### src/rtl/pc_fetch_unit_if.sv
// rtl/pc_fetch_unit_if.sv - instruction-memory req/ack fetch bus
interface pc_fetch_unit_if;
    logic        im_req;
    logic [31:0] im_addr;
    logic        im_ack;
    logic [31:0] im_rdata;

    modport master (
        output im_req,
        output im_addr,
        input  im_ack,
        input  im_rdata
    );

    modport slave (
        input  im_req,
        input  im_addr,
        output im_ack,
        output im_rdata
    );
endinterface

### src/rtl/pc_fetch_unit.sv
// rtl/pc_fetch_unit.sv - architectural PC register, req/ack instruction fetch and sticky fetch-error trap
module pc_fetch_unit #(
    parameter logic [31:0] RESET_PC = 32'h0000_3000,
    parameter logic [31:0] IM_BASE  = 32'h0000_3000,
    parameter int          IM_WORDS = 4096,
    parameter int          TIMEOUT  = 16
) (
    input  logic                   clk,
    input  logic                   reset_n,
    input  logic [31:0]            npc,
    input  logic                   advance,
    output logic [31:0]            pc,
    pc_fetch_unit_if.master        im,
    output logic [31:0]            instr,
    output logic                   instr_valid,
    output logic                   fetch_err,
    output logic [1:0]             err_code
);

    localparam int CNT_W = $clog2(TIMEOUT + 1);
    localparam logic [CNT_W-1:0] CNT_MAX = CNT_W'(TIMEOUT - 1);

    // 33-bit window bounds so a window ending exactly at 4 GiB cannot wrap
    localparam logic [32:0] WIN_LO = {1'b0, IM_BASE};
    localparam logic [32:0] WIN_HI = {1'b0, IM_BASE} + 33'(4 * IM_WORDS);

    localparam logic [1:0] ERR_NONE  = 2'b00;
    localparam logic [1:0] ERR_ALIGN = 2'b01;
    localparam logic [1:0] ERR_RANGE = 2'b10;
    localparam logic [1:0] ERR_TIME  = 2'b11;

    typedef enum logic [1:0] {
        S_IDLE  = 2'b00,
        S_REQ   = 2'b01,
        S_VALID = 2'b10,
        S_ERR   = 2'b11
    } state_t;

    state_t           state_q, state_d;
    logic [31:0]      pc_q, pc_d;
    logic [31:0]      instr_q, instr_d;
    logic [1:0]       err_q, err_d;
    logic [CNT_W-1:0] cnt_q, cnt_d;

    // Misalignment outranks the range check
    function automatic logic [1:0] addr_check(input logic [31:0] addr);
        logic [32:0] a;
        a = {1'b0, addr};
        if (addr[1:0] != 2'b00)
            return ERR_ALIGN;
        else if (a < WIN_LO || a >= WIN_HI)
            return ERR_RANGE;
        else
            return ERR_NONE;
    endfunction

    always_ff @(posedge clk or negedge reset_n) begin
        if (!reset_n) begin
            state_q <= S_IDLE;
            pc_q    <= RESET_PC;
            instr_q <= 32'h0;
            err_q   <= ERR_NONE;
            cnt_q   <= '0;
        end else begin
            state_q <= state_d;
            pc_q    <= pc_d;
            instr_q <= instr_d;
            err_q   <= err_d;
            cnt_q   <= cnt_d;
        end
    end

    always_comb begin
        logic [1:0] chk;
        state_d = state_q;
        pc_d    = pc_q;
        instr_d = instr_q;
        err_d   = err_q;
        cnt_d   = cnt_q;
        chk     = ERR_NONE;

        case (state_q)
            S_IDLE: begin
                chk = addr_check(pc_q);
                cnt_d = '0;
                if (chk == ERR_NONE) begin
                    state_d = S_REQ;
                end else begin
                    state_d = S_ERR;
                    err_d   = chk;
                end
            end

            S_REQ: begin
                if (im.im_ack) begin
                    instr_d = im.im_rdata;
                    state_d = S_VALID;
                end else if (cnt_q == CNT_MAX) begin
                    state_d = S_ERR;
                    err_d   = ERR_TIME;
                end else begin
                    cnt_d = cnt_q + 1'b1;
                end
            end

            S_VALID: begin
                if (advance) begin
                    // pc takes npc even when it is bad, so the trap shows the offending address
                    pc_d  = npc;
                    chk   = addr_check(npc);
                    cnt_d = '0;
                    if (chk == ERR_NONE) begin
                        state_d = S_REQ;
                    end else begin
                        state_d = S_ERR;
                        err_d   = chk;
                    end
                end
            end

            S_ERR: begin
                state_d = S_ERR;
            end

            default: begin
                state_d = S_ERR;
            end
        endcase
    end

    assign pc          = pc_q;
    assign im.im_req   = (state_q == S_REQ);
    assign im.im_addr  = pc_q;
    assign instr       = instr_q;
    assign instr_valid = (state_q == S_VALID);
    assign fetch_err   = (state_q == S_ERR);
    assign err_code    = err_q;

endmodule

### src/flat_wrapper.sv
// flat-port wrapper written by rule: the top's interface ports become plain ports
module pc_fetch_unit_flat 
#(
    parameter logic [31:0] RESET_PC = 32'h0000_3000,
    parameter logic [31:0] IM_BASE  = 32'h0000_3000,
    parameter int          IM_WORDS = 4096,
    parameter int          TIMEOUT  = 16
)
  (clk, reset_n, npc, advance, pc, instr, instr_valid, fetch_err, err_code, im_im_req, im_im_addr, im_im_ack, im_im_rdata);
  pc_fetch_unit_if im_i ();
  input  logic clk;
  input  logic reset_n;
  input  logic [31:0] npc;
  input  logic advance;
  output logic [31:0] pc;
  output logic [31:0] instr;
  output logic instr_valid;
  output logic fetch_err;
  output logic [1:0] err_code;
  output wire logic [$bits(im_i.im_req)-1:0] im_im_req;
  output wire logic [$bits(im_i.im_addr)-1:0] im_im_addr;
  input wire logic [$bits(im_i.im_ack)-1:0] im_im_ack;
  input wire logic [$bits(im_i.im_rdata)-1:0] im_im_rdata;
  assign im_im_req = im_i.im_req;
  assign im_im_addr = im_i.im_addr;
  assign im_i.im_ack = im_im_ack;
  assign im_i.im_rdata = im_im_rdata;
  pc_fetch_unit #(.RESET_PC(RESET_PC), .IM_BASE(IM_BASE), .IM_WORDS(IM_WORDS), .TIMEOUT(TIMEOUT)) u_core (.clk(clk), .reset_n(reset_n), .npc(npc), .advance(advance), .pc(pc), .im(im_i), .instr(instr), .instr_valid(instr_valid), .fetch_err(fetch_err), .err_code(err_code));
endmodule
### config.mk
export PLATFORM = sky130hd
export DESIGN_NAME = pc_fetch_unit_flat
export DESIGN_NICKNAME = d
export VERILOG_FILES = /design/src/rtl/pc_fetch_unit_if.sv /design/src/rtl/pc_fetch_unit.sv /design/src/flat_wrapper.sv
export SDC_FILE = /design/constraint.sdc
export NUM_CORES = 1
export LEC_CHECK = 0
export ABC_CLOCK_PERIOD_IN_PS = 2400
export CORE_UTILIZATION = 30
export CTS_CLUSTER_DIAMETER = 120
export DETAILED_ROUTE_END_ITERATION = 10
export DONT_BUFFER_PORTS = 1
export GPL_ROUTABILITY_DRIVEN = 0
export PLACE_DENSITY_LB_ADDON = 0.15
export SLEW_MARGIN = 5
export SYNTH_ARGS = -nofsm -noshare
export SYNTH_HDL_FRONTEND = slang
export SYNTH_SLANG_ARGS = --single-unit
### constraint.sdc
create_clock -name clk -period 2.4 [get_ports clk]
set_input_delay 0.6 -clock clk [delete_from_list [all_inputs] [get_ports clk]]
set_output_delay 0.6 -clock clk [all_outputs]
set_load 0.02 [all_outputs]
==> reports/metrics.csv <==
metric,value,unit
Pre-Repair DR Iteration Count,4,
sequential share of power,0.539,
Finished Core Util,0.326,
Sw Share,0.209,
register area share after synthesis,0.550,
grt ovf,0,
XOR/XNOR Fraction of Synth Area,0.00790,
first-pass GRT wire length,10600,µm
final max-slew violation count,0,
Total Nets Final,304,
Die Width,107,µm
required time of the critical path,2.64,ns
CTS HTree Levels,3,
Peak VDD IR,0.375,mV
port buffer count,0,
CTS Buffer Depth,2,
Crit Path Class,flop to flop,
# resized after CTS,0,
post-synthesis cell area,0.00333,mm²
worst-margin pin slew,0.530,ns
largest net degree at the start of global routing,72,
largest family of logic cells by synthesized area,multiplexers,
RR Endpoint,u_core.err_code[0]$_DFFE_PN0P_,
row cnt,38,
Die Area,0.0115,mm²
total design power,2280,µW
FF-to-FF Start,u_core.cnt_q[0]$_DFFE_PN0P_,
Clock transition at path regs,0.08,ns
vias in the first global route,1970,
Fill cells,1101,
Post-synth top flop,dfrtp_1,
gr usage total,0.131,
CTS hold repair buffers,1,
n_diodes,0,
synthesized area per cell,13.4,µm²
Critical Path Sink,u_core.err_code[0]$_DFFE_PN0P_,
Place WS,0.363,ns
endpoint type of the worst setup path,flop,
R2R setup slack,0.44,ns
Final WS setup,0.443,ns
Mapped Cells,249,
initial antenna violation count,0,
status,finished clean,
total number of yosys warnings,0,
Remaining DRCs,0,
register bit total from synthesis,73,
Num CTS Buffers,9,
chip height,107,µm
WL/cell,19.1,µm
Initial Utilization,0.307,
TNS Setup,0,ns
Worst setup startpoint,u_core.cnt_q[0]$_DFFE_PN0P_,
CTS tree,done,
Syn Nets,323,
Power Internal,1800,µW
worst hold margin,0.0788,ns
Compound-Gate Fraction of Synth Area,0.0361,
final hold vios,0,
Worst Setup Start Kind,flop,
reg2reg path depth,7,
Post-CTS Setup Inserts,0,
final setup fails,0,
Vias,1806,
ys async rst share,1.00,
Max Cap Viol,0,
Fin Clk Skew,0.00922,ns
Slew headroom,0.647,
crit path DAT,2.20,ns
Worst-Skew Late Latency,0.36,ns
post-synth top area share,0.534,
Post-synth EDFFs,0,
Switch Pwr,478,µW
post-synth top area cell,dfrtp_1,
adder-cell area share of the yosys netlist,0.0226,
Placeable Area,0.0108,mm²
Commonest cells post-synth,"dfrtp_1, mux2_2, buf_4",
Worst Hold Class,input pin to async pin,
share of total power in combinational logic,0.015,
pwr/cell area,645,mW/mm²
IO Pins,169,
clock period minus final worst setup slack,1.96,ns
top-count cell post-synth,dfrtp_1,
leakage power,0.00175,µW
"top cells by area, synth","dfrtp_1, mux2_2, buf_4",
vias per cell,4.82,
mux cell area share after synthesis,0.223,
CTS Sinks,73,
Iter 0 DRT Violations,33,
Post-Synth Simple-Gate Area,0.0775,
"Distinct cells, synth",36,
Root Driver,clkbuf_8,
fmax,511,MHz
"critical path fanouts, max",4,
ratio of cells with drive above 1 in the final layout,0.379,
Routed WL,7160,µm
RSZ-0062 raised after global routing,false,
Clock Power Share,0.446,
DPL Wire Length,5040,µm
post-route clock period utilization,0.816,
antenna-violating nets left,0,
area grow syn2layout,6.40,%
==> cell usage in the layout, fill, tap and decap left out, types with 4 or more instances in the layout <==
| master | n |
|---|---|
| mux2_1 | 7 |
| nor4_1 | 4 |
| nor3_1 | 4 |
| mux2_2 | 59 |
| nand2_1 | 12 |
| nor2_1 | 9 |
| ha_1 | 6 |
| buf_4 | 6 |
| clkbuf_8 | 12 |
| dfrtp_1 | 71 |
==> sequential cells by signal, summed over array words and instances (netlist names) <==
register / cells
u_core.cnt_q: 5
u_core.instr: 32
u_core.err_code: 2
u_core.state_q: 2
u_core.im.im_addr: 32
==> layout make-up <==
type / instances / area [µm²] / area share
multi-input combinational: 135 / 1220 / 0.345
clock inverter: 2 / 35.0 / 0.00990
timing repair buffer: 8 / 92.6 / 0.0262
tap: 140 / 175 / 0.0495
clock buffer: 14 / 173 / 0.0488
inverter: 3 / 11.3 / 0.00318
sequential: 73 / 1830 / 0.517
==> worst max-delay path, cell delays in order, from the launching register on <==
cell and delay [ns]:
dfrtp_1 0.40, ha_1 0.18, and3_1 0.15, ha_1 0.19, nand2b_1 0.07, a211o_1 0.30
a211oi_2 0.22, mux2_1 0.34
==> stage by stage <==
stage | instances | area [µm²]
after floorplan | 249 | 3330
after global placement | 358 | 3300
after detailed placement | 358 | 3300
after CTS | 375 | 3540
after global routing | 375 | 3540
final | 375 | 3540
==> worst min path at each step <==
stage	start	cells past startpoint	to	slack, ns
floorplan	reset_n	0	u_core.cnt_q[0]$_DFFE_PN0P_	0.30
global placement	reset_n	0	u_core.im.im_addr[1]$_DFFE_PN0P_	0.31
detailed placement	reset_n	0	u_core.im.im_addr[1]$_DFFE_PN0P_	0.31
CTS	reset_n	0	u_core.im.im_addr[13]$_DFFE_PN1P_	0.05
global route	reset_n	0	u_core.im.im_addr[13]$_DFFE_PN1P_	0.03
finish	reset_n	0	u_core.im.im_addr[13]$_DFFE_PN1P_	0.08
==> power groups by stage <==
stage               sequential (µW)  clock [µW]  combinational, µW
floorplan                      1250           0               6.16
global placement               1250           0               7.41
detailed placement             1250           0               7.42
CTS                            1230        1070               37.9
global route                   1230        1120               41.5
finish                         1230        1020               35.3
==> cell families (layout without fill, tap and decap cells) <==
family / Yosys count / count (layout)
AO/OA/AOI/OAI: 16 / 16
XOR/XNOR: 3 / 3
adder cells (fa/ha/maj): 6 / 6
buffers and inverters: 41 / 27
flip-flops: 73 / 73
multiplexers: 66 / 66
AND/OR/NAND/NOR: 44 / 44
==> routing by layer <==
| metal | GRT usage | wire, µm | vias to the layer above |
|---|---|---|---|
| li1 | - | - | 800 |
| met1 | 0.138 | 2770 | 891 |
| met2 | 0.200 | 3300 | 111 |
| met3 | 0.0890 | 1020 | 4 |
| met4 | 0.0587 | 60 | 0 |
| met5 | 0 | 0 | - |
Power figures use the tool's default switching activity.
